File: config.mk
export PLATFORM = sky130hd
export DESIGN_NAME = uart_tx_ctrl
export DESIGN_NICKNAME = d
export VERILOG_FILES = /design/src/rtl/uart_tx_ctrl.sv
export SDC_FILE = /design/constraint.sdc
export NUM_CORES = 1
export LEC_CHECK = 0
export CORE_UTILIZATION = 55
export CTS_BUF_LIST = sky130_fd_sc_hd__clkbuf_8
export DETAILED_ROUTE_END_ITERATION = 12
export GPL_TIMING_DRIVEN = 1
export PLACE_DENSITY = 0.83
export SLEW_MARGIN = 0
export SYNTH_ARGS = -nofsm -noshare
export SYNTH_HDL_FRONTEND = slang
export SYNTH_SLANG_ARGS = --single-unit
File: constraint.sdc
create_clock -name clk -period 3.4 [get_ports clk]
set_input_delay 0.68 -clock clk [delete_from_list [all_inputs] [get_ports clk]]
set_output_delay 0.68 -clock clk [all_outputs]
set_load 0.05 [all_outputs]
File: src/rtl/uart_tx_ctrl.sv
// UART transmit controller: start / 7-8 data / optional parity / 1-2 stop bits at a programmable baud divider.
// Define UART_TX_BUF_EN to add a 4-entry frame FIFO so that queued frames go out back-to-back.
module uart_tx_ctrl #(
  parameter int DIV_W = 16
) (
  input  logic             clk,
  input  logic             rst,
  input  logic             tx_en,
  input  logic [7:0]       din,
  input  logic             din_valid,
  output logic             din_ready,
  input  logic             dL,
  input  logic [1:0]       p,
  input  logic             s,
  input  logic [DIV_W-1:0] baud_div,
  output logic             tx,
  output logic             busy,
  output logic             done,
  output logic [2:0]       o_state
);

  typedef enum logic [2:0] {IDLE, START, DATA, PARITY, STOP} state_t;

  localparam int ENT_W = 12 + DIV_W;

  state_t           r_state;
  logic             r_armed;
  logic [DIV_W-1:0] r_cnt;
  logic [DIV_W-1:0] r_div;
  logic [7:0]       r_shift;
  logic [2:0]       r_bitn;
  logic             r_len8;
  logic             r_par_en;
  logic             r_par_bit;
  logic             r_stop2;
  logic             r_stopn;

  logic             w_push;
  logic             w_launch;
  logic [ENT_W-1:0] w_in_ent;
  logic [ENT_W-1:0] w_src;
  logic             w_bit_end;
  logic             w_last_data;
  logic             w_last_cycle;

  // Handshake: a frame is taken on the rising edge where din_valid & din_ready are both high;
  // din, dL, p, s and baud_div are captured on that edge and the source may change afterwards.
  assign w_push       = din_valid & din_ready;
  assign w_in_ent     = {din, dL, p, s, baud_div};
  assign w_bit_end    = (r_cnt == r_div - DIV_W'(1));
  assign w_last_data  = (r_bitn == (r_len8 ? 3'd7 : 3'd6));
  assign w_last_cycle = (r_state == STOP) & w_bit_end & (~r_stop2 | r_stopn);

`ifdef UART_TX_BUF_EN
  logic [ENT_W-1:0] r_fifo [4];
  logic [1:0]       r_wp;
  logic [1:0]       r_rp;
  logic [2:0]       r_count;
  logic             w_empty;
  logic             w_pop;
  logic             w_wr;

  assign w_empty   = (r_count == 3'd0);
  assign din_ready = r_armed & tx_en & (r_count != 3'd4);
  assign w_src     = w_empty ? w_in_ent : r_fifo[r_rp];
  // A new frame may start from idle or directly in place of the final stop cycle.
  assign w_launch  = tx_en & ((r_state == IDLE) | w_last_cycle) & (~w_empty | w_push);
  assign w_pop     = w_launch & ~w_empty;
  assign w_wr      = w_push & ~(w_launch & w_empty);

  always_ff @(posedge clk or negedge rst) begin
    if (!rst) begin
      r_wp    <= '0;
      r_rp    <= '0;
      r_count <= '0;
    end else begin
      if (w_wr)  r_wp <= r_wp + 2'd1;
      if (w_pop) r_rp <= r_rp + 2'd1;
      r_count <= r_count + {2'b00, w_wr} - {2'b00, w_pop};
    end
  end

  always_ff @(posedge clk) begin
    if (w_wr) r_fifo[r_wp] <= w_in_ent;
  end
`else
  assign din_ready = r_armed & tx_en & (r_state == IDLE);
  assign w_src     = w_in_ent;
  assign w_launch  = w_push;
`endif

  logic [7:0]       w_src_din;
  logic             w_src_dl;
  logic [1:0]       w_src_p;
  logic             w_src_s;
  logic [DIV_W-1:0] w_src_div;
  logic [7:0]       w_data;

  assign w_src_din = w_src[DIV_W+11 -: 8];
  assign w_src_dl  = w_src[DIV_W+3];
  assign w_src_p   = w_src[DIV_W+2 -: 2];
  assign w_src_s   = w_src[DIV_W];
  assign w_src_div = w_src[DIV_W-1:0];
  assign w_data    = w_src_dl ? w_src_din : {1'b0, w_src_din[6:0]};

  always_ff @(posedge clk or negedge rst) begin
    if (!rst) begin
      r_state   <= IDLE;
      r_armed   <= 1'b0;
      r_cnt     <= '0;
      r_div     <= '0;
      r_shift   <= '0;
      r_bitn    <= '0;
      r_len8    <= 1'b0;
      r_par_en  <= 1'b0;
      r_par_bit <= 1'b0;
      r_stop2   <= 1'b0;
      r_stopn   <= 1'b0;
    end else begin
      r_armed <= 1'b1;
      if (!tx_en) begin
        r_state <= IDLE;
        r_cnt   <= '0;
      end else if (w_launch) begin
        r_state   <= START;
        r_cnt     <= '0;
        r_div     <= (w_src_div == '0) ? DIV_W'(1) : w_src_div;
        r_shift   <= w_data;
        r_bitn    <= '0;
        r_len8    <= w_src_dl;
        r_par_en  <= w_src_p[0] ^ w_src_p[1];
        // Even parity repeats the data XOR; odd parity inverts it.
        r_par_bit <= (^w_data) ^ w_src_p[0];
        r_stop2   <= w_src_s;
        r_stopn   <= 1'b0;
      end else if (r_state != IDLE) begin
        if (!w_bit_end) begin
          r_cnt <= r_cnt + DIV_W'(1);
        end else begin
          r_cnt <= '0;
          case (r_state)
            START: r_state <= DATA;
            DATA: begin
              r_shift <= r_shift >> 1;
              r_bitn  <= r_bitn + 3'd1;
              if (w_last_data) r_state <= r_par_en ? PARITY : STOP;
            end
            PARITY: r_state <= STOP;
            STOP: begin
              if (r_stop2 && !r_stopn) r_stopn <= 1'b1;
              else                     r_state <= IDLE;
            end
            default: r_state <= IDLE;
          endcase
        end
      end
    end
  end

  always_comb begin
    tx = 1'b1;
    case (r_state)
      START:   tx = 1'b0;
      DATA:    tx = r_shift[0];
      PARITY:  tx = r_par_bit;
      default: tx = 1'b1;
    endcase
  end

  assign busy    = (r_state != IDLE);
  assign done    = w_last_cycle & tx_en;
  assign o_state = r_state;

endmodule

==> key figures <==
Outcome
  – Status: finished, violations left
  – Failing checks: negative setup slack

Detailed routing
  – Antenna Nets Post-Route: 0
  – Via Count: 2,806
  – Wire length per cell: 16.76 um
  – WL final: 7808 um
  – Drt via density: 6.021
  – DRC violations left: 0
  – DRT iter0 DRCs: 154
  – TritonRoute pass-1 iters: 4

Global route
  – Total Routing Usage GR: 27.23%
  – Number of global-route vias before repair: 2,832
  – Global-route wire length before repair: 13,010 um
  – Largest net degree at the start of global routing: 38
  – Global route total overflow: 0
  – Initial antenna violation count: 0

Synth
  – YS warnings: 0
  – Post-synthesis compound-gate area fraction: 17.69%
  – Count of cell types in the netlist: 59
  – Synth area leader: dfrtp_1
  – Synth top cells by count: 52 x dfrtp_1, 44 x nand2_1, 28 x xnor2_1
  – Multiplexer area fraction after synthesis: 0.9349%
  – Adder-Cell Fraction of Synth Area: 1.169%
  – Yosys reg bits: 52
  – FFs w/ async S/R, synth: 100.0%
  – Post-synth EDFFs: 0
  – Synth area leaders: dfrtp_1 41%, xnor2_1 7.6%, nand2_1 5.1%
  – Cell with the most instances after synthesis: dfrtp_1
  – Most used flip-flop cell after synthesis: dfrtp_1
  – Largest family of logic cells by synthesized area: simple AND/OR/NAND/NOR gates
  – Net Count, Synth: 380
  – Yosys top cell area share: 40.51%
  – Synthesized netlist cell count: 345
  – Simple-gate area share of the yosys netlist: 24.19%
  – Post-synth design cell area: 3212 um2
  – Synthesized area per cell: 9.310 um2
  – Sequential area share after synthesis: 40.51%
  – XOR/XNOR share of the synthesized area: 10.91%

Finish
  – Area growth syn-to-layout: 22.56%
  – Fillers: 448
  – # nets final: 428
  – Final Core Density: 70.62%
  – Layout cells sized above 1: 14.47%
  – Ant diodes: 0

Die
  – Die footprint: 6149 um2
  – Die Width: 78.42 um
  – Initial Utilization: 57.62%
  – Core area: 5574 um2
  – Die Y: 78.42 um
  – Site Rows: 27
  – I/O pin cnt: 39

Critical path
  – Worst setup SP type: flip-flop
  – Worst EP required: 2.72 ns
  – Worst R2R Path Depth: 10
  – Buf+Inv Stages, Crit Path: 3
  – CP dominant cell by count: buf_4
  – CP max FO: 4
  – Crit-path slowest cell: or4_4
  – Critical path, cell by cell: buf_4, or4_4, buf_4, o41ai_4, a21oi_1, nor4b_4, and3_4, buf_12
  – Crit path largest cell delay: 0.57 ns
  – Cell family with the largest share of critical-path delay: simple AND/OR/NAND/NOR gates
  – Critical path arrival: 2.74 ns
  – Setup Crit Path Kind: flip-flop to output port
  – Critical path depth: 8
  – Worst setup EP type: output port

Clocking
  – CTS Buffer Depth: 2
  – Clock latency at the later pin of the worst-skew pair: 0.32 ns
  – Hold-fix buffers, CTS: 0
  – CTS tree: done
  – H-tree depth: 2
  – Clk slew on worst S/H paths: 0.10 ns
  – Num Clock Sinks: 52
  – Root buffer cell: clkbuf_8
  – CTS Buf Count: 5

Timing
  – Final Hold Violating Endpoints: 0
  – Final setup viols: 1
  – Max_slew headroom: 30.33%
  – Final Cycle Share: 100.6%
  – Clk_skew: 0.008275 ns
  – Final worst setup slack: -0.01924 ns
  – Worst-margin pin slew: 1.040 ns
  – Maximum clock frequency: 292.5 MHz
  – Slew Viols, Final: 0
  – Unrepaired setup endpoints after global routing: yes
  – Final Critical Period: 3.419 ns

Power
  – Internal power: 1.093 mW
  – Leakage: 1.616 nW
  – Flop pwr share: 46.9%
  – Worst ir drop on vdd: 0.2778 mV
  – Clock share of power: 23.8%
  – Psw: 545.6 uW
  – Comb pwr share: 29.3%
  – Power density cells: 416.4 nW/um2
  – Switch share: 33.29%
  – Power Total: 1.639 mW

Place
  – Placer Congestion: 0.8989
  – IO buf count: 38
  – Hpwl dp: 5650 um

Job
  – Maxcap violations: 0

Worst hold path
  – HP Class: input port to asynchronous set/reset pin
## kinds of logic after synthesis
kind of cell    after synthesis
other cells                   1
fa+ha+maj                     3
mux                           3
xor+xnor                     40
simple gates                143
buf+inv                      30
flops                        52
compound gates               73
## cell type report
class | count | area (um2) | share of cell area [%]
Sequential cell | 52 | 1303 | 33.09
Tap cell | 72 | 90.09 | 2.289
Clock buffer | 6 | 82.58 | 2.098
Multi-Input combinational cell | 263 | 1842 | 46.79
Clock inverter | 2 | 17.52 | 0.4450
Inverter | 11 | 41.29 | 1.049
Timing Repair Buffer | 60 | 560.5 | 14.24
## metal layers
| metal | share of wire, % | vias up | GRT usage, % |
|---|---|---|---|
| met2 | 50 | 70 | 47.54 |
| met3 | 3.9 | 19 | 5.465 |
| met5 | 0 | - | 0 |
| li1 | - | 1336 | - |
| met4 | 2.4 | 0 | 10.00 |
| met1 | 44 | 1381 | 33.13 |
## worst paths after layout
| check | slack [ns] | startpoint | endpoint |
|---|---|---|---|
| max | -0.02 | r_div[0]$_DFFE_PN0P_ | done |
| min | 0.46 | rst | r_cnt[13]$_DFFE_PN0N_ |
| max reg2reg | 0.10 | r_div[0]$_DFFE_PN0P_ | r_shift[4]$_DFFE_PN0P_ |
| min reg2reg | 0.50 | r_stopn$_DFFE_PN0P_ | r_stopn$_DFFE_PN0P_ |
| max in group asynchronous | 2.18 | rst | r_shift[7]$_DFFE_PN0P_ |
| min in group clk | 0.50 | r_stopn$_DFFE_PN0P_ | r_stopn$_DFFE_PN0P_ |
## cells in the final DEF (no fill, tap or decap), drive strengths merged, types with 4 or more instances in the layout
master	n
o21ai	16
nor4b	5
nand2b	4
nand3	16
o31ai	4
a21oi	6
xnor2	28
o211ai	7
nor4	5
clkbuf	6
nand2	44
or4	8
a31oi	4
a22o	11
nor3	8
o2bb2a	7
clkdlybuf4s50	35
nor2	25
xor2	12
nand4	8
and3	12
dfrtp	52
inv	13
buf	25
## sequential cells by signal, indices dropped and copies added, names as in the netlist, 3 cells and up
signal / cells
o_state: 3
r_div: 16
r_cnt: 16
r_shift: 8
r_bitn: 3
## through the flow
| step | setup TNS [ns] | cell area (um2) | cells | worst slack, ns | hold slack, ns |
|---|---|---|---|---|---|
| 6_report | -0.01924 | 3936 | 466 | -0.01924 | 0.4595 |
| 5_1_grt | -0.4426 | 3936 | 466 | -0.1317 | 0.5165 |
| 4_1_cts | -0.06379 | 3895 | 466 | -0.06379 | 0.4793 |
| 3_5_place_dp | 0 | 3737 | 455 | 0.1348 | 0.4782 |
| 3_3_place_gp | 0 | 3737 | 455 | 0.1532 | 0.4704 |
| 2_1_floorplan | 0 | 3212 | 345 | 0.09000 | 0.3844 |
## repair_timing
| action | 4_1_cts | 5_1_grt |
|---|---|---|
| endpoints found under the setup margin | 1 | 18 |
| gates resized for setup | 8 | 7 |
| pin swaps | 7 | 2 |
| buffers inserted | 3 | 0 |
## power by group through the flow
| stage | logic, mW | registers, mW | clock network [mW] |
|---|---|---|---|
| detailed placement | 0.442 | 0.774 | 0 |
| floorplan | 0.293 | 0.757 | 0 |
| finish | 0.481 | 0.768 | 0.390 |
| global route | 0.525 | 0.777 | 0.424 |
| global placement | 0.433 | 0.771 | 0 |
| CTS | 0.466 | 0.764 | 0.403 |
No activity file was read; power rests on OpenSTA's default activity.
